[config.mk]
export PLATFORM = sky130hd
export DESIGN_NAME = matmul_sequencer
export DESIGN_NICKNAME = d
export VERILOG_FILES = /design/src/rtl/matmul_pkg.sv /design/src/rtl/matmul_sequencer_skew_line.sv /design/src/rtl/matmul_sequencer.sv
export SDC_FILE = /design/constraint.sdc
export NUM_CORES = 1
export LEC_CHECK = 0
export BUFFER_PORTS_ARGS = -buffer_cell sky130_fd_sc_hd__buf_2
export CORE_MARGIN = 8
export CORE_UTILIZATION = 46
export DETAILED_ROUTE_END_ITERATION = 12
export HOLD_SLACK_MARGIN = 0.02
export PLACE_DENSITY = 0.73
export SYNTH_ARGS = -nofsm -noshare
export SYNTH_HDL_FRONTEND = slang
export SYNTH_SLANG_ARGS = --single-unit
[constraint.sdc]
create_clock -name clk_i -period 1.2 [get_ports clk_i]
set_input_delay 0.24 -clock clk_i [delete_from_list [all_inputs] [get_ports clk_i]]
set_output_delay 0.24 -clock clk_i [all_outputs]
set_load 0.005 [all_outputs]
[src/rtl/matmul_pkg.sv]
// Shared types and sizing helpers for the systolic-array matmul sequencer.
// Latency: n/a (package only).
// Backpressure: n/a (package only).
//
// Contents: FSM state encoding, default geometry, and counter-width helpers.
// The helpers are functions because the counter widths depend on the DIM
// parameter of each instance.
package matmul_pkg;

    localparam int DEFAULT_DATA_WIDTH = 32;
    localparam int DEFAULT_DIM        = 4;

    typedef enum logic [2:0] {
        IDLE  = 3'd0,
        CLEAR = 3'd1,
        LOAD  = 3'd2,
        FLUSH = 3'd3,
        DONE  = 3'd4
    } state_e;

    // Beat counter spans 0..DIM-1.
    function automatic int beat_cnt_width(input int dim);
        return (dim > 1) ? $clog2(dim) : 1;
    endfunction

    // Flush counter spans 0..2*DIM.
    function automatic int flush_cnt_width(input int dim);
        return $clog2(2 * dim + 2);
    endfunction

endpackage

[src/rtl/matmul_sequencer_skew_line.sv]
// Fixed-depth operand delay line feeding one row/column edge of the PE array.
// Latency: DEPTH cycles from dat_i to dat_o.
// Backpressure: none; the line shifts every cycle and never stalls.
//
// Ports:
//   clk_i, rst_ni   clock, asynchronous active-low reset (all stages to 0)
//   inject_zero_i   when high, a 0 enters the line instead of dat_i
//   dat_i           operand entering the line
//   dat_o           operand leaving the line after DEPTH cycles
module skew_line #(
    parameter int DATA_WIDTH = 32,
    parameter int DEPTH      = 1
) (
    input  logic                  clk_i,
    input  logic                  rst_ni,
    input  logic                  inject_zero_i,
    input  logic [DATA_WIDTH-1:0] dat_i,
    output logic [DATA_WIDTH-1:0] dat_o
);

    logic [DEPTH-1:0][DATA_WIDTH-1:0] stage_q;
    logic [DEPTH-1:0][DATA_WIDTH-1:0] stage_d;

    always_comb begin
        // A bubble must enter as 0 so it contributes nothing to the
        // accumulator it eventually reaches.
        stage_d[0] = inject_zero_i ? '0 : dat_i;
        for (int s = 1; s < DEPTH; s++) begin
            stage_d[s] = stage_q[s-1];
        end
    end

    always_ff @(posedge clk_i or negedge rst_ni) begin
        if (!rst_ni) begin
            stage_q <= '0;
        end else begin
            stage_q <= stage_d;
        end
    end

    assign dat_o = stage_q[DEPTH-1];

endmodule

[src/rtl/matmul_sequencer.sv]
// Sequencer and operand skew for a DIM x DIM output-stationary systolic array.
// Latency: start sampled at edge 0, done_o in the cycle after edge 3*DIM+2 plus one per LOAD stall.
// Backpressure: in_ready_o is high only in LOAD; the source may stall freely, stalls inject zero bubbles.
//
// Ports:
//   clk_i, rst_ni          clock, asynchronous active-low reset
//   start_i                job start, sampled only in IDLE
//   busy_o, done_o         job in progress (CLEAR..DONE) / one-cycle completion pulse
//   in_valid_i, in_ready_o operand beat handshake
//   a_col_i, b_row_i       beat k: slice i = A[i][k], slice j = B[k][j]
//   pe_a_o, pe_b_o         skewed west-edge / north-edge operands to the array
//   pe_clear_o             accumulator clear to the array
//   ovf_i                  per-PE overflow flags, row-major
//   overflow_o             job overflow, valid from done_o until the next start
//
// Build option: MATMUL_SEQ_OVF_EN compiles in overflow aggregation; without it
// ovf_i is ignored and overflow_o is tied to 0.
module matmul_sequencer
    import matmul_pkg::*;
#(
    parameter int DATA_WIDTH = DEFAULT_DATA_WIDTH,
    parameter int DIM        = DEFAULT_DIM
) (
    input  logic                      clk_i,
    input  logic                      rst_ni,
    input  logic                      start_i,
    output logic                      busy_o,
    output logic                      done_o,
    input  logic                      in_valid_i,
    output logic                      in_ready_o,
    input  logic [DIM*DATA_WIDTH-1:0] a_col_i,
    input  logic [DIM*DATA_WIDTH-1:0] b_row_i,
    output logic [DIM*DATA_WIDTH-1:0] pe_a_o,
    output logic [DIM*DATA_WIDTH-1:0] pe_b_o,
    output logic                      pe_clear_o,
    input  logic [DIM*DIM-1:0]        ovf_i,
    output logic                      overflow_o
);

    localparam int BEAT_W  = beat_cnt_width(DIM);
    localparam int FLUSH_W = flush_cnt_width(DIM);

    localparam logic [BEAT_W-1:0]  BEAT_LAST  = BEAT_W'(DIM - 1);
    // Operands of the last beat need DIM cycles of skew plus DIM-1 hops across
    // the array plus the PE operand register and MAC; 2*DIM+1 flush cycles
    // leave every product in its accumulator one edge before DONE.
    localparam logic [FLUSH_W-1:0] FLUSH_LAST = FLUSH_W'(2 * DIM);

    state_e               state_q,     state_d;
    logic [BEAT_W-1:0]    beat_cnt_q,  beat_cnt_d;
    logic [FLUSH_W-1:0]   flush_cnt_q, flush_cnt_d;

    logic in_fire;

    assign in_fire = in_valid_i & in_ready_o;

    // ------------------------------------------------------------------
    // FSM: state register
    // ------------------------------------------------------------------
    always_ff @(posedge clk_i or negedge rst_ni) begin
        if (!rst_ni) begin
            state_q     <= IDLE;
            beat_cnt_q  <= '0;
            flush_cnt_q <= '0;
        end else begin
            state_q     <= state_d;
            beat_cnt_q  <= beat_cnt_d;
            flush_cnt_q <= flush_cnt_d;
        end
    end

    // ------------------------------------------------------------------
    // FSM: next state and counters
    // ------------------------------------------------------------------
    always_comb begin
        state_d     = state_q;
        beat_cnt_d  = beat_cnt_q;
        flush_cnt_d = flush_cnt_q;
        unique case (state_q)
            IDLE: begin
                if (start_i) begin
                    state_d = CLEAR;
                end
            end
            CLEAR: begin
                state_d    = LOAD;
                beat_cnt_d = '0;
            end
            LOAD: begin
                if (in_fire) begin
                    if (beat_cnt_q == BEAT_LAST) begin
                        state_d     = FLUSH;
                        beat_cnt_d  = '0;
                        flush_cnt_d = '0;
                    end else begin
                        beat_cnt_d = beat_cnt_q + 1'b1;
                    end
                end
            end
            FLUSH: begin
                if (flush_cnt_q == FLUSH_LAST) begin
                    state_d     = DONE;
                    flush_cnt_d = '0;
                end else begin
                    flush_cnt_d = flush_cnt_q + 1'b1;
                end
            end
            DONE: begin
                state_d = IDLE;
            end
            default: begin
                state_d     = IDLE;
                beat_cnt_d  = '0;
                flush_cnt_d = '0;
            end
        endcase
    end

    // ------------------------------------------------------------------
    // FSM: outputs (pure decode of the registered state)
    // ------------------------------------------------------------------
    always_comb begin
        busy_o     = 1'b0;
        done_o     = 1'b0;
        in_ready_o = 1'b0;
        pe_clear_o = 1'b0;
        unique case (state_q)
            IDLE: begin
            end
            CLEAR: begin
                busy_o     = 1'b1;
                pe_clear_o = 1'b1;
            end
            LOAD: begin
                busy_o     = 1'b1;
                in_ready_o = 1'b1;
            end
            FLUSH: begin
                busy_o = 1'b1;
            end
            DONE: begin
                busy_o = 1'b1;
                done_o = 1'b1;
            end
            default: begin
            end
        endcase
    end

    // ------------------------------------------------------------------
    // Overflow aggregation
    // ------------------------------------------------------------------
`ifdef MATMUL_SEQ_OVF_EN
    logic ovf_q, ovf_d;

    // Captured on the edge that enters DONE: the last product has already
    // landed one edge earlier, so the PE flags are final, and the result is
    // registered and stable for the whole done_o cycle and afterwards.
    always_comb begin
        ovf_d = ovf_q;
        if (state_q == IDLE && start_i) begin
            ovf_d = 1'b0;
        end else if (state_q == FLUSH && state_d == DONE) begin
            ovf_d = |ovf_i;
        end
    end

    always_ff @(posedge clk_i or negedge rst_ni) begin
        if (!rst_ni) begin
            ovf_q <= 1'b0;
        end else begin
            ovf_q <= ovf_d;
        end
    end

    assign overflow_o = ovf_q;
`else
    logic unused_ovf;
    assign unused_ovf = ^ovf_i;
    assign overflow_o = 1'b0;
`endif

    // ------------------------------------------------------------------
    // Operand skew: row/column i is delayed by i+1 cycles so that A[i][k]
    // and B[k][j] meet at PE(i,j) on the same cycle.
    // ------------------------------------------------------------------
    for (genvar i = 0; i < DIM; i++) begin : g_skew
        skew_line #(
            .DATA_WIDTH (DATA_WIDTH),
            .DEPTH      (i + 1)
        ) u_skew_a (
            .clk_i         (clk_i),
            .rst_ni        (rst_ni),
            .inject_zero_i (~in_fire),
            .dat_i         (a_col_i[i*DATA_WIDTH +: DATA_WIDTH]),
            .dat_o         (pe_a_o[i*DATA_WIDTH +: DATA_WIDTH])
        );

        skew_line #(
            .DATA_WIDTH (DATA_WIDTH),
            .DEPTH      (i + 1)
        ) u_skew_b (
            .clk_i         (clk_i),
            .rst_ni        (rst_ni),
            .inject_zero_i (~in_fire),
            .dat_i         (b_row_i[i*DATA_WIDTH +: DATA_WIDTH]),
            .dat_o         (pe_b_o[i*DATA_WIDTH +: DATA_WIDTH])
        );
    end

endmodule
## Word-level counts from Yosys, hierarchy flattened

Cells that the tools add are included.

- Register bits after elaboration: 649
- Input port bits: 276
- Output and inout bits: 261

- Add/subtract/negate cells: 2
- Eq/ne operators: 10
- Mux-type cells: 24
- Bitwise logic cells: 3
- Reductions and logical operators: 7

Operators with widths:

| cell | count |
|---|---|
| $mux 32 | 8 |
| $mux 3 | 4 |
| $mux 4 | 3 |
| $pmux 3 s4 | 1 |
| $pmux 4 s3 | 1 |
| $ne 2x2->1 const B | 4 |
| $eq 3x2->1 const B | 2 |
| $reduce_or 3->1 | 2 |
| $add 4x1->4 const B | 1 |
| $eq 4x4->1 const B | 1 |
| $mux 1 | 4 |
| $mux 2 | 2 |
| $pmux 2 s2 | 1 |
| $reduce_and 4->1 | 1 |
| $reduce_or 4->1 | 1 |
| $eq 3x1->1 const B | 1 |
| $eq 3x3->1 const B | 1 |
| $logic_not 3->1 | 1 |
| $reduce_and 3->1 | 1 |
| $add 2x1->2 const B | 1 |
| $eq 2x2->1 const B | 1 |
| $not 1->1 | 2 |
| $reduce_and 2->1 | 1 |
| $and 1x1->1 | 1 |

## Logic depth before layout (Yosys ltp)

Gate-level depths: netlist of the first run.

- Word-level depth: 5
- Mapped depth: 6
- Depth with buffers taken out: 5

## Modules after synthesis

A second synthesis of the first run with hierarchy kept.

- Cell total of the unflattened synthesis: 980
- Area, all modules: 18358.9 sq um

By module, submodules not included:

| module | times used | cells each | area each (sq um) | seq. area each (sq um) |
|---|---|---|---|---|
| skew_line at g_skew[3].u_skew_a ... | 2 | 163 | 3425.8 | 3203.1 |
| skew_line at g_skew[2].u_skew_a ... | 2 | 131 | 2625.0 | 2402.3 |
| skew_line at g_skew[1].u_skew_a ... | 2 | 99 | 1824.2 | 1601.5 |
| skew_line at g_skew[0].u_skew_a ... | 2 | 67 | 1023.5 | 800.8 |
| matmul_sequencer | 1 | 60 | 561.8 | 225.2 |

## Worst setup path before layout of the first run

Ideal clock, no wire load.

- Path type: reg2reg
- Start: register flush_cnt_q[0]
- End: register state_q[1]
- Data arrival time: 1.155 ns
- Slack: -0.086 ns
- Cell stages (with the launch flop): 6
- Clock period less this slack: 1.286 ns
- Cells stage by stage: dfrtp_1 inv_1 ha_1 nand2_1 o21ai_2 or3b_1

- Longest elaborated chain between the ends: 3

Ends and longest elaborated chain:

| element | line | source |
|---|---|---|
| start: declaration | matmul_sequencer.sv:51 | `logic [FLUSH_W-1:0] flush_cnt_q, flush_cnt_d;` |
| start signal: assignment | matmul_sequencer.sv:68 | `flush_cnt_q <= flush_cnt_d;` |
| $eq 4x4->1 | matmul_sequencer.sv:101 | `if (flush_cnt_q == FLUSH_LAST) begin` |
| $ne 2x2->1 (no source line) | -- |  |
| $reduce_and 4->1 (no source line) | -- |  |
| end signal: assignment | matmul_sequencer.sv:66 | `state_q <= state_d;` |
| end: declaration | matmul_sequencer.sv:49 | `state_e state_q, state_d;` |

Every way passes these cells.
A chain may end at the register's enable or synchronous reset.

## Final worst setup path of the first run

- Start: register state_q[0]
- End: output port busy_o

- Longest elaborated chain between the ends: 3

Ends and longest elaborated chain:

| element | line | source |
|---|---|---|
| $eq 3x2->1, or another cell as far along | matmul_sequencer.sv:127 | `unique case (state_q)` |
| $reduce_or 4->1 (no source line) (*) | -- |  |
| $mux 1 (*) | matmul_sequencer.sv:127 |  |
| end: declaration | matmul_sequencer.sv:27 | `output logic busy_o,` |

Mark *: on every way between the ends. The rest lies on a longest branch, timed or not.

==> summary.md, run 1 <==
| Metric | Value |
|---|---|
| Crit. path cell count | 4 |
| HP Class | in -> async |
| GRT Util Overall | 24.19% |
| Initial Utilization | 46.58% |
| Number of vias per cell | 4.701 |
| P_leak | 15.37 nW |
| Multiplexer share of the synthesized area | 0.05420% |
| Worst Skew | 0.02132 ns |
| Max Cap Viol | 0 |
| Register bit total from synthesis | 649 |
| Gate Count Post-Synth | 981 |
| Drt total wl | 60.40 mm |
| Share of cells above drive strength 1 | 46.22% |
| Final Util | 71.94% |
| Die W | 216.4 um |
| Ys async rst share | 100.0% |
| Reg clk slew, reported paths | 0.07 ns |
| Initial drt markers | 821 |
| Fin. Hold Viols | 0 |
| Post-Syn Area | 0.01847 sq mm |
| Synth top area share | 87.95% |
| Yosys top cell by area | dfrtp_1 |
| Worst IR Drop VDD | 0.001668 V |
| Die outline height | 216.4 um |
| CTS root buf | clkbuf_16 |
| Fmax achieved | 572.1 MHz |
| Vias in the first global route | 13.49k |
| Worst Setup Start Kind | flop |
| DIE AREA | 0.04681 sq mm |
| Largest family of logic cells by synthesized area | simple AND/OR/NAND/NOR gates |
| Largest delay share family, worst path | flip-flops |
| Final ANT Viol Nets | 0 |
| Row count | 73 |
| Fin crit share | 145.7% |
| Ports | 537 |
| CTS Buf Count | 59 |
| CTS tree | done |
| RSZ-0062 raised after global routing | yes |
| Hpwl dp | 29.58 mm |
| Synth Area in Adders | 0.2033% |
| H-tree Lvls | 2 |
| Final setup violation count | 525 |
| Final Total Pwr | 57.67 mW |
| Top post-synthesis cells by count | dfrtp_1 (649), and2_1 (258), buf_6 (22), buf_4 (7) |
| Area Overhead vs Synth | 54.43% |
| Final Slew Violations | 0 |
| Top FF cell, synth | dfrtp_1 |
| Critical Path AT | 1.51 ns |
| Crit end category | output port |
| Detailed Routing Iterations Pass 1 | 4 |
| Outcome | finished with violations |
| CP peak stage delay | 0.40 ns |
| CP required | 0.96 ns |
| Grt ovf | 0 |
| Most area-consuming cells after synthesis | dfrtp_1 (88%), and2_1 (8.7%), buf_6 (1.3%) |
| Post-synthesis simple-gate area fraction | 9.432% |
| Clk_lat worst skew | 0.60 ns |
| Post-Syn Area per Cell | 18.82 sq um |
| CP max-delay cell | dfrtp_1 |
| FF-to-FF path depth | 9 |
| GP Congestion | 0.7933 |
| Crit-path cells | buf_6 > nor2_4 > xnor2_1 > buf_2 |
| Power Dens Cells | 2022 mW/mm^2 |
| Clk buf depth | 3 |
| Crit path kind | reg -> out |
| CP Max Fanout | 5 |
| Xor and xnor area share after synthesis | 0.09486% |
| Core area | 0.03964 sq mm |
| Min cycle time layout | 1.748 ns |
| Failing checks | setup timing |
| First-pass GRT wire length | 84.48 mm |
| Largest net degree at the start of global routing | 80 |
| Syn_nets | 1260 |
| EDFF count, synth | 0 |
| Buf/Inv on CP | 2 |
| # clock sinks | 649 |
| I/O Buffers | 519 |
| Initial antenna violation count | 17 |
| DRC violations left | 0 |
| Compound-Gate Fraction of Synth Area | 0.4946% |
| DR vias | 11.67k |
| DR WL/cell | 24.34 um |
| Most common cell in the netlist | dfrtp_1 |
| Nets@finish | 2182 |
| PnR worst setup slack | -0.5478 ns |
| Synth cell types | 33 |
| Register area share after synthesis | 87.95% |
| Yosys synthesis warning count | 0 |
final cells by class:
type	instances	area, sq um
Antenna cell	14	35.03
Timing Repair Buffer	892	7345
Clock buffer	80	1705
Tap cell	525	656.9
Multi-Input combinational cell	297	2331
Inverter	4	15.01
Sequential cell	649	16240
Fill cell	2207	11120
Clock inverter	21	187.7
through the flow:
step / TNS, ns / std cells / instance area [sq um] / hold WS, ns / worst slack, ns
after floorplan: -5.932 / 981 / 18490 / -0.05559 / -0.08640
after global placement: -7.837 / 2044 / 22060 / 0.1014 / -0.1134
after detailed placement: -16.09 / 2044 / 22060 / 0.1045 / -0.1414
after CTS: -140.35 / 2451 / 27780 / 0.07892 / -0.5337
after global routing: -170.64 / 2481 / 28510 / 0.1023 / -0.6373
final: -147.88 / 2482 / 28520 / 0.1158 / -0.5478
worst register-to-register path, cell delays in order, from the launching register on:
cell and delay [ns]:
dfrtp_1 0.40, buf_4 0.14, buf_4 0.12, nand2b_4 0.14
nor2_4 0.12, buf_12 0.15, buf_16 0.14, buf_8 0.12
bufbuf_16 0.23, and2_4 0.12
layer usage:
layer	share of wire [%]	global-route usage (%)	vias to the layer above
li1	-	-	4889
met1	35	26.19	6039
met3	6.7	6.783	174
met4	5.3	13.84	4
met2	53	42.26	562
met5	0.038	0	-
power breakdown:
group / leakage (nW) / switching (mW) / internal, mW
clock: 0.926 / 8.11 / 10.4
combinational: 5.58 / 5.17 / 6.99
sequential: 8.86 / 1.46 / 25.6
total: 15.4 / 14.7 / 42.9
cell families (layout without fill, tap and decap cells):
kind of cell,after synthesis,in the layout
other,1,15
and+or+nand+nor,277,277
muxes,1,1
xor gates and xnor gates,2,2
buffers and inverters,35,997
DFF,649,649
AOI/OAI and AO/OA,13,13
adders and majority gates,3,3
flip-flops by register name, indices dropped and copies added, names as in the netlist:
register,count
g_skew.u_skew_a.stage_d,192
g_skew.u_skew_b.stage_d,192
g_skew.u_skew_a.dat_o,128
g_skew.u_skew_b.dat_o,128
flush_cnt_q,4
state_q,3
beat_cnt_q,2
final timing paths:
kind,start,end,slack [ns]
max in group asynchronous,rst_ni,state_q[1],0.36
worst max-delay path,state_q[0],busy_o,-0.55
worst min register to register,g_skew[3].u_skew_b.stage_d[57],g_skew[3].u_skew_b.stage_d[89],0.33
worst min-delay path,rst_ni,g_skew[3].u_skew_b.stage_d[109],0.12
worst max register to register,state_q[0],g_skew[3].u_skew_b.stage_d[48],-0.53
min in group clk_i,in_valid_i,beat_cnt_q[0],0.16
what timing repair did:
| item | CTS | global route |
|---|---|---|
| hold endpoints to repair | 830 | 0 |
| buffers inserted | 24 | 11 |
| resized for setup | 117 | 168 |
| pin swaps | 4 | 1 |
| cloned | 24 | 14 |
| endpoints found under the setup margin | 507 | 525 |
| hold buffers | 258 | 0 |
cell usage in the layout (no fill, tap or decap), types with 2 or more instances in the layout:
| cell | synthesis | routed |
|---|---|---|
| buf_4 | 7 | 28 |
| nor2_1 | 4 | 2 |
| a32oi_1 | 2 | 2 |
| buf_2 | 1 | 497 |
| dlygate4sd3_1 | 0 | 258 |
| buf_8 | 0 | 9 |
| nand2b_4 | 2 | 2 |
| clkinv_2 | 0 | 9 |
| o21ai_0 | 2 | 2 |
| buf_6 | 22 | 34 |
| and2_1 | 258 | 97 |
| clkbuf_16 | 0 | 70 |
| clkinvlp_4 | 0 | 6 |
| diode_2 | 0 | 14 |
| nand2_1 | 2 | 2 |
| inv_1 | 4 | 4 |
| clkbuf_1 | 1 | 6 |
| and2_4 | 0 | 161 |
| ha_1 | 3 | 3 |
| clkbuf_8 | 0 | 15 |
| buf_16 | 0 | 21 |
| a21oi_1 | 3 | 3 |
| bufinv_16 | 0 | 2 |
| nand3_1 | 3 | 3 |
| dfrtp_1 | 649 | 648 |
| inv_6 | 0 | 2 |
| nor2_4 | 1 | 3 |
| buf_12 | 0 | 33 |
Note: power is estimated with default switching activity, not from simulation.
==> run 2: changes to the inputs <==
Settings changed: CORE_AREA set to 2 2 210 212, CORE_MARGIN 8 to not set, CORE_UTILIZATION 46 to not set, DIE_AREA set to 0 0 212 214, PLACE_DENSITY 0.73 to 0.69.
==> run 2 against run 1 <==
  * The flow still finishes with violations (setup timing)
  * Die area is 3.1% lower
  * Register-to-register slack worse by 0.04 ns
  * Flip-flop and latch count stayed put
  * Clock power is 9.7% higher
  * Global-route usage is 0.97 points lower
  * Fmax is 3.9% lower
  * Via count is 3.0% lower
  * Clock-buffer cell count is 9 higher
  * Critical endpoint is now pe_clear_o
  * Largest power group unchanged
==> summary.md, run 2 (same netlist as run 1, synthesis figures left out) <==
| Metric | Value |
|---|---|
| Final Cell Area | 0.02826 sq mm (was 0.02852 sq mm) |
| Power share of the clock group | 34.8% (was 32.0%) |
| Core area | 0.04289 sq mm (was 0.03964 sq mm) |
| Area Overhead vs Synth | 53.06% (was 54.43%) |
| CP max-delay cell | dfrtp_2 (was dfrtp_1) |
| Crit-path cells | buf_6 > nor3b_4 > buf_2 (was buf_6 > nor2_4 > xnor2_1 > buf_2) |
| Ports | 537 (unchanged) |
| Initial Utilization | 43.06% (was 46.58%) |
| Initial drt markers | 784 (was 821) |
| Hpwl dp | 26.09 mm (was 29.58 mm) |
| DRC violations left | 0 (unchanged) |
| I/O Buffers | 519 (unchanged) |
| DIE AREA | 0.04537 sq mm (was 0.04681 sq mm) |
| H-tree Lvls | 2 (unchanged) |
| Clk_lat worst skew | 0.60 ns (about the same) |
| GRT busiest layer | met2 (unchanged) |
| Worst Setup Start Kind | flop (unchanged) |
| DR vias | 11.32k (was 11.67k) |
| GRT met1 Usage | 26.45% (was 26.19%) |
| CTS tree | done (unchanged) |
| Commonest non-fill, non-tap cell in the layout | dfrtp_1 (unchanged) |
| Power Dens Cells | 2062 mW/mm^2 (was 2022 mW/mm^2) |
| Final setup violation count | 521 (was 525) |
| Largest delay share family, worst path | flip-flops (unchanged) |
| Crit end category | output port (unchanged) |
| DR WL/cell | 21.18 um (was 24.34 um) |
| Failing checks | setup timing (unchanged) |
| CP Max Fanout | 5 (unchanged) |
| Largest net degree at the start of global routing | 66 (was 80) |
| CP peak stage delay | 0.45 ns (was 0.40 ns) |
| Combinational share of power | 19.0% (was 21.1%) |
| Row count | 76 (was 73) |
| Dpl ws | -0.1701 ns (was -0.1414 ns) |
| GP Congestion | 0.8108 (was 0.7933) |
| HP Class | in -> reg (was in -> async) |
| PnR worst setup slack | -0.6180 ns (was -0.5478 ns) |
| CTS Buf Count | 61 (was 59) |
| Critical Path AT | 1.58 ns (was 1.51 ns) |
| P_leak | 15.24 nW (was 15.37 nW) |
| Die outline height | 214 um (was 216.4 um) |
| Vias in the first global route | 13.03k (was 13.49k) |
| Commonest non-fill, non-tap cells in the layout | dfrtp_1 (648), buf_2 (505), dlygate4sd3_1 (258) (was dfrtp_1 (648), buf_2 (497), dlygate4sd3_1 (258)) |
| # fillers | 2695 (was 2207) |
| Final Slew Violations | 0 (unchanged) |
| Initial antenna violation count | 6 (was 17) |
| Min cycle time layout | 1.818 ns (was 1.748 ns) |
| Switching Share | 24.70% (was 25.55%) |
| CTS root buf | clkbuf_16 (unchanged) |
| First-pass GRT wire length | 78.21 mm (was 84.48 mm) |
| Max Cap Viol | 0 (unchanged) |
| Buf/Inv on CP | 2 (unchanged) |
| Area post-placement | 0.02206 sq mm (about the same) |
| GRT Util Overall | 23.22% (was 24.19%) |
| Reg clk slew, reported paths | 0.06 ns (was 0.07 ns) |
| Fin. Hold Viols | 0 (unchanged) |
| Detailed Routing Iterations Pass 1 | 4 (unchanged) |
| GRT met3 Usage | 6.495% (was 6.783%) |
| Drt total wl | 53.73 mm (was 60.40 mm) |
| Switching pwr | 14.39 mW (was 14.73 mW) |
| Share of cells above drive strength 1 | 40.63% (was 46.22%) |
| # clock sinks | 649 (unchanged) |
| Final ANT Viol Nets | 0 (unchanged) |
| Die W | 212 um (was 216.4 um) |
| Met2 usage | 40.63% (was 42.26%) |
| Crit path kind | reg -> out (unchanged) |
| Fin crit share | 151.5% (was 145.7%) |
| Number of vias per cell | 4.462 (was 4.701) |
| Worst IR Drop VDD | 0.001401 V (was 0.001668 V) |
| Fmax achieved | 550.1 MHz (was 572.1 MHz) |
| Worst Skew | 0.01818 ns (was 0.02132 ns) |
| Clk buf depth | 3 (unchanged) |
| Grt ovf | 0 (unchanged) |
| Pint | 43.88 mW (was 42.94 mW) |
| Nets@finish | 2177 (was 2182) |
| Outcome | finished with violations (unchanged) |
| RSZ-0062 raised after global routing | yes (unchanged) |
| CP required | 0.96 ns (about the same) |
| Reg power frac | 46.2% (was 46.9%) |
run 2: stage by stage:
stage / total power, mW / hold WS [ns] / util [%] / instances / setup TNS [ns]
detailed placement: 32.93 / 0.1272 / 51.45 / 2103 / -28.55
global route: 60.67 / 0.07160 / 65.89 / 2535 / -190.92
global placement: 32.57 / 0.1248 / 51.45 / 2103 / -20.15
floorplan: 29.47 / -0.05559 / - / 981 / -5.932
finish: 58.28 / 0.08818 / 65.91 / 2537 / -163.13
CTS: 56.73 / -0.01426 / 64.67 / 2508 / -113.58
run 2: path summary, 6_finish.rpt:
check	depth (start not counted)	endpoint	slack (ns)	startpoint
setup / recovery	3	pe_clear_o	-0.62	state_q[1]
hold / removal	4	beat_cnt_q[0]	0.09	in_valid_i
setup reg to reg	9	g_skew[2].u_skew_a.stage_d[59]	-0.57	state_q[1]
hold reg to reg	0	g_skew[2].u_skew_b.stage_d[95]	0.34	g_skew[2].u_skew_b.stage_d[63]
max in group asynchronous	3	g_skew[2].u_skew_b.stage_d[75]	0.33	rst_ni
min in group asynchronous	2	g_skew[3].u_skew_b.stage_d[33]	0.14	rst_ni
run 2: power by group through the flow:
| stage | logic, mW | registers, mW | clock network [mW] |
|---|---|---|---|
| final | 11.1 | 26.9 | 20.3 |
| after global placement | 5.71 | 26.9 | 0 |
| after global routing | 11.7 | 27.2 | 21.7 |
| after floorplan | 2.48 | 27.0 | 0 |
| after CTS | 9.50 | 26.7 | 20.5 |
| after detailed placement | 5.87 | 27.1 | 0 |
run 2: what timing repair did:
item / CTS / global route
hold buffers: 258 / 0
endpoints found under the hold margin: 908 / 0
cloned: 21 / 9
endpoints found under the setup margin: 503 / 525
pin swaps: 2 / 5
buffers inserted: 14 / 16
resized for setup: 58 / 77
run 2: worst min-delay path, cell delays in order:
cell and delay, ns:
buf_2 0.13, nand2b_4 0.09, nand3_1 0.07, o21ai_0 0.10
run 2: final cells by class:
class / count / area, sq um / area share (%)
tap: 585 / 732.0 / 2.590
clock inverter: 23 / 350.3 / 1.239
multi-input combinational: 297 / 2076 / 7.344
clock buffer: 89 / 1793 / 6.344
inverter: 4 / 15.01 / 0.05312
timing repair buffer: 885 / 7044 / 24.92
sequential: 649 / 16240 / 57.46
antenna: 5 / 12.51 / 0.04427
run 2: layer usage:
metal  part of all wire (%)  vias up  routed length (um)
li1                       -     4888                   -
met1                     37     5811               19730
met2                     52      491               27770
met3                    7.4      129                3980
met4                    4.2        2                2240
met5                  0.024        -                  13
==> run 3: changes to the inputs <==
Settings changed: REMOVE_ABC_BUFFERS set to 1.
==> run 3 against run 2 <==
  * The flow still finishes with violations (setup timing)
  * Non-clock buffer count fell by 1
  * Worst hold slack better by 0.087 ns
  * Final area is 1.3% higher
  * Highest routed layer is now met4
==> summary.md, run 3 (same netlist as run 1, synthesis figures left out) <==
| Metric | Value |
|---|---|
| Final setup violation count | 524 (was 521) |
| Hpwl dp | 26.96 mm (was 26.09 mm) |
| Failing checks | setup timing (unchanged) |
| Clk_lat worst skew | 0.61 ns (was 0.60 ns) |
| CTS Buf Count | 61 (unchanged) |
| HP Class | in -> reg (unchanged) |
| Drt total wl | 54.75 mm (was 53.73 mm) |
| Worst Setup Start Kind | flop (unchanged) |
| # clock sinks | 649 (unchanged) |
| GP Congestion | 0.8188 (was 0.8108) |
| Setup TNS | -133.74 ns (was -163.13 ns) |
| Fmax achieved | 571.6 MHz (was 550.1 MHz) |
| Outcome | finished with violations (unchanged) |
| Worst IR Drop VDD | 0.001541 V (was 0.001401 V) |
| DRC violations left | 0 (unchanged) |
| Fin crit share | 145.8% (was 151.5%) |
| I/O Buffers | 519 (unchanged) |
| RSZ-0062 raised after global routing | yes (unchanged) |
| Area of the multi-input gates | 0.002322 sq mm (was 0.002076 sq mm) |
| Crit-path cells | buf_6 > nor2_4 > and2_1 > buf_2 (was buf_6 > nor3b_4 > buf_2) |
| CP peak stage delay | 0.40 ns (was 0.45 ns) |
| Die outline height | 214 um (unchanged) |
| PnR worst setup slack | -0.5493 ns (was -0.6180 ns) |
| Crit path kind | reg -> out (unchanged) |
| P_leak | 15.40 nW (was 15.24 nW) |
| Vias in the first global route | 12.76k (was 13.03k) |
| Largest net degree at the start of global routing | 70 (was 66) |
| CP max-delay cell | dfrtp_1 (was dfrtp_2) |
| Final Slew Violations | 0 (unchanged) |
| Final Total Pwr | 58.39 mW (was 58.28 mW) |
| Share of cells above drive strength 1 | 45.58% (was 40.63%) |
| Die W | 212 um (unchanged) |
| Dpl ws | -0.1226 ns (was -0.1701 ns) |
| CP required | 0.96 ns (about the same) |
| Critical Path AT | 1.51 ns (was 1.58 ns) |
| H-tree Lvls | 2 (unchanged) |
| CTS tree | done (unchanged) |
| Number of vias per cell | 4.465 (was 4.462) |
| Final ANT Viol Nets | 0 (unchanged) |
| Fin. Hold Viols | 0 (unchanged) |
| Row count | 76 (unchanged) |
| Clk buf depth | 3 (unchanged) |
| Max Cap Viol | 0 (unchanged) |
| Min cycle time layout | 1.749 ns (was 1.818 ns) |
| DR WL/cell | 21.61 um (was 21.18 um) |
| Ports | 537 (unchanged) |
| Nets@finish | 2176 (was 2177) |
| DIE AREA | 0.04537 sq mm (unchanged) |
| Commonest non-fill, non-tap cells in the layout | dfrtp_1 (649), buf_2 (491), dlygate4sd3_1 (261) (was dfrtp_1 (648), buf_2 (505), dlygate4sd3_1 (258)) |
| Reg clk slew, reported paths | 0.06 ns (about the same) |
| CP Max Fanout | 9 (was 5) |
| # fillers | 2671 (was 2695) |
| Hold WS | 0.1748 ns (was 0.08818 ns) |
| Initial antenna violation count | 4 (was 6) |
| Detailed Routing Iterations Pass 1 | 4 (unchanged) |
| DR vias | 11.31k (was 11.32k) |
| Commonest non-fill, non-tap cell in the layout | dfrtp_1 (unchanged) |
| Core area | 0.04289 sq mm (unchanged) |
| Final Util | 66.73% (was 65.91%) |
| Crit end category | output port (unchanged) |
| Initial Utilization | 43.06% (unchanged) |
| Area Overhead vs Synth | 54.98% (was 53.06%) |
| Grt ovf | 0 (unchanged) |
| CTS root buf | clkbuf_16 (unchanged) |
| First-pass GRT wire length | 74.24 mm (was 78.21 mm) |
| Power Dens Cells | 2040 mW/mm^2 (was 2062 mW/mm^2) |
| Initial drt markers | 727 (was 784) |
| GRT Util Overall | 22.03% (was 23.22%) |
| Sequential cell area | 0.01624 sq mm (about the same) |
| Worst Skew | 0.02343 ns (was 0.01818 ns) |
## run 3: worst paths after layout
kind | startpoint | to | slack, ns | depth (start not counted)
max reg2reg | state_q[1] | g_skew[1].u_skew_b.stage_d[54] | -0.45 | 9
min in group asynchronous | rst_ni | g_skew[3].u_skew_b.stage_d[78] | 0.26 | 3
min | in_valid_i | beat_cnt_q[0] | 0.17 | 4
min reg2reg | g_skew[3].u_skew_a.stage_d[58] | g_skew[3].u_skew_a.stage_d[90] | 0.33 | 0
max in group asynchronous | rst_ni | g_skew[3].u_skew_b.stage_d[46] | 0.14 | 3
max | state_q[0] | done_o | -0.55 | 4
## run 3: where the power goes
part	internal [mW]	switching [mW]
Clock	11.6	8.29
Sequential	25.6	1.32
Combinational	6.67	4.94
Total	43.8	14.5
## run 3: layout make-up
class / count / share of cell area (%)
Inverter: 4 / 0.05246
Multi-Input combinational cell: 297 / 8.114
Clock buffer: 87 / 6.204
Timing Repair Buffer: 884 / 25.25
Tap cell: 585 / 2.557
Clock inverter: 23 / 1.045
Sequential cell: 649 / 56.75
Antenna cell: 4 / 0.03497
## run 3: per-layer routing
metal	global-route usage, %	routed length, um	vias to the layer above
met5	0	0	-
met4	10.92	2613	0
met3	6.069	3454	147
met2	38.19	28570	505
met1	24.98	20100	5801
li1	-	-	4856
## run 3: critical path, delay by kind of cell, from the launching register on
kind                   cells  cell delay (ns)
buffers and inverters      2             0.26
DFF                        1             0.40
and+or+nand+nor            2             0.26
## run 3: what timing repair did
action                     CTS  global route
setup buffers                8            20
hold buffers               261             0
gates cloned                13            20
gates resized for setup     46           199
hold endpoints to repair   906             0
pin swaps                    3             2
setup endpoints to repair  511           525
## run 3: per-stage QoR
stage | area [sq um] | cells
after CTS | 27490 | 2494
after floorplan | 18160 | 950
after global placement | 22130 | 2103
final | 28620 | 2533
after global routing | 28620 | 2533
after detailed placement | 22130 | 2103
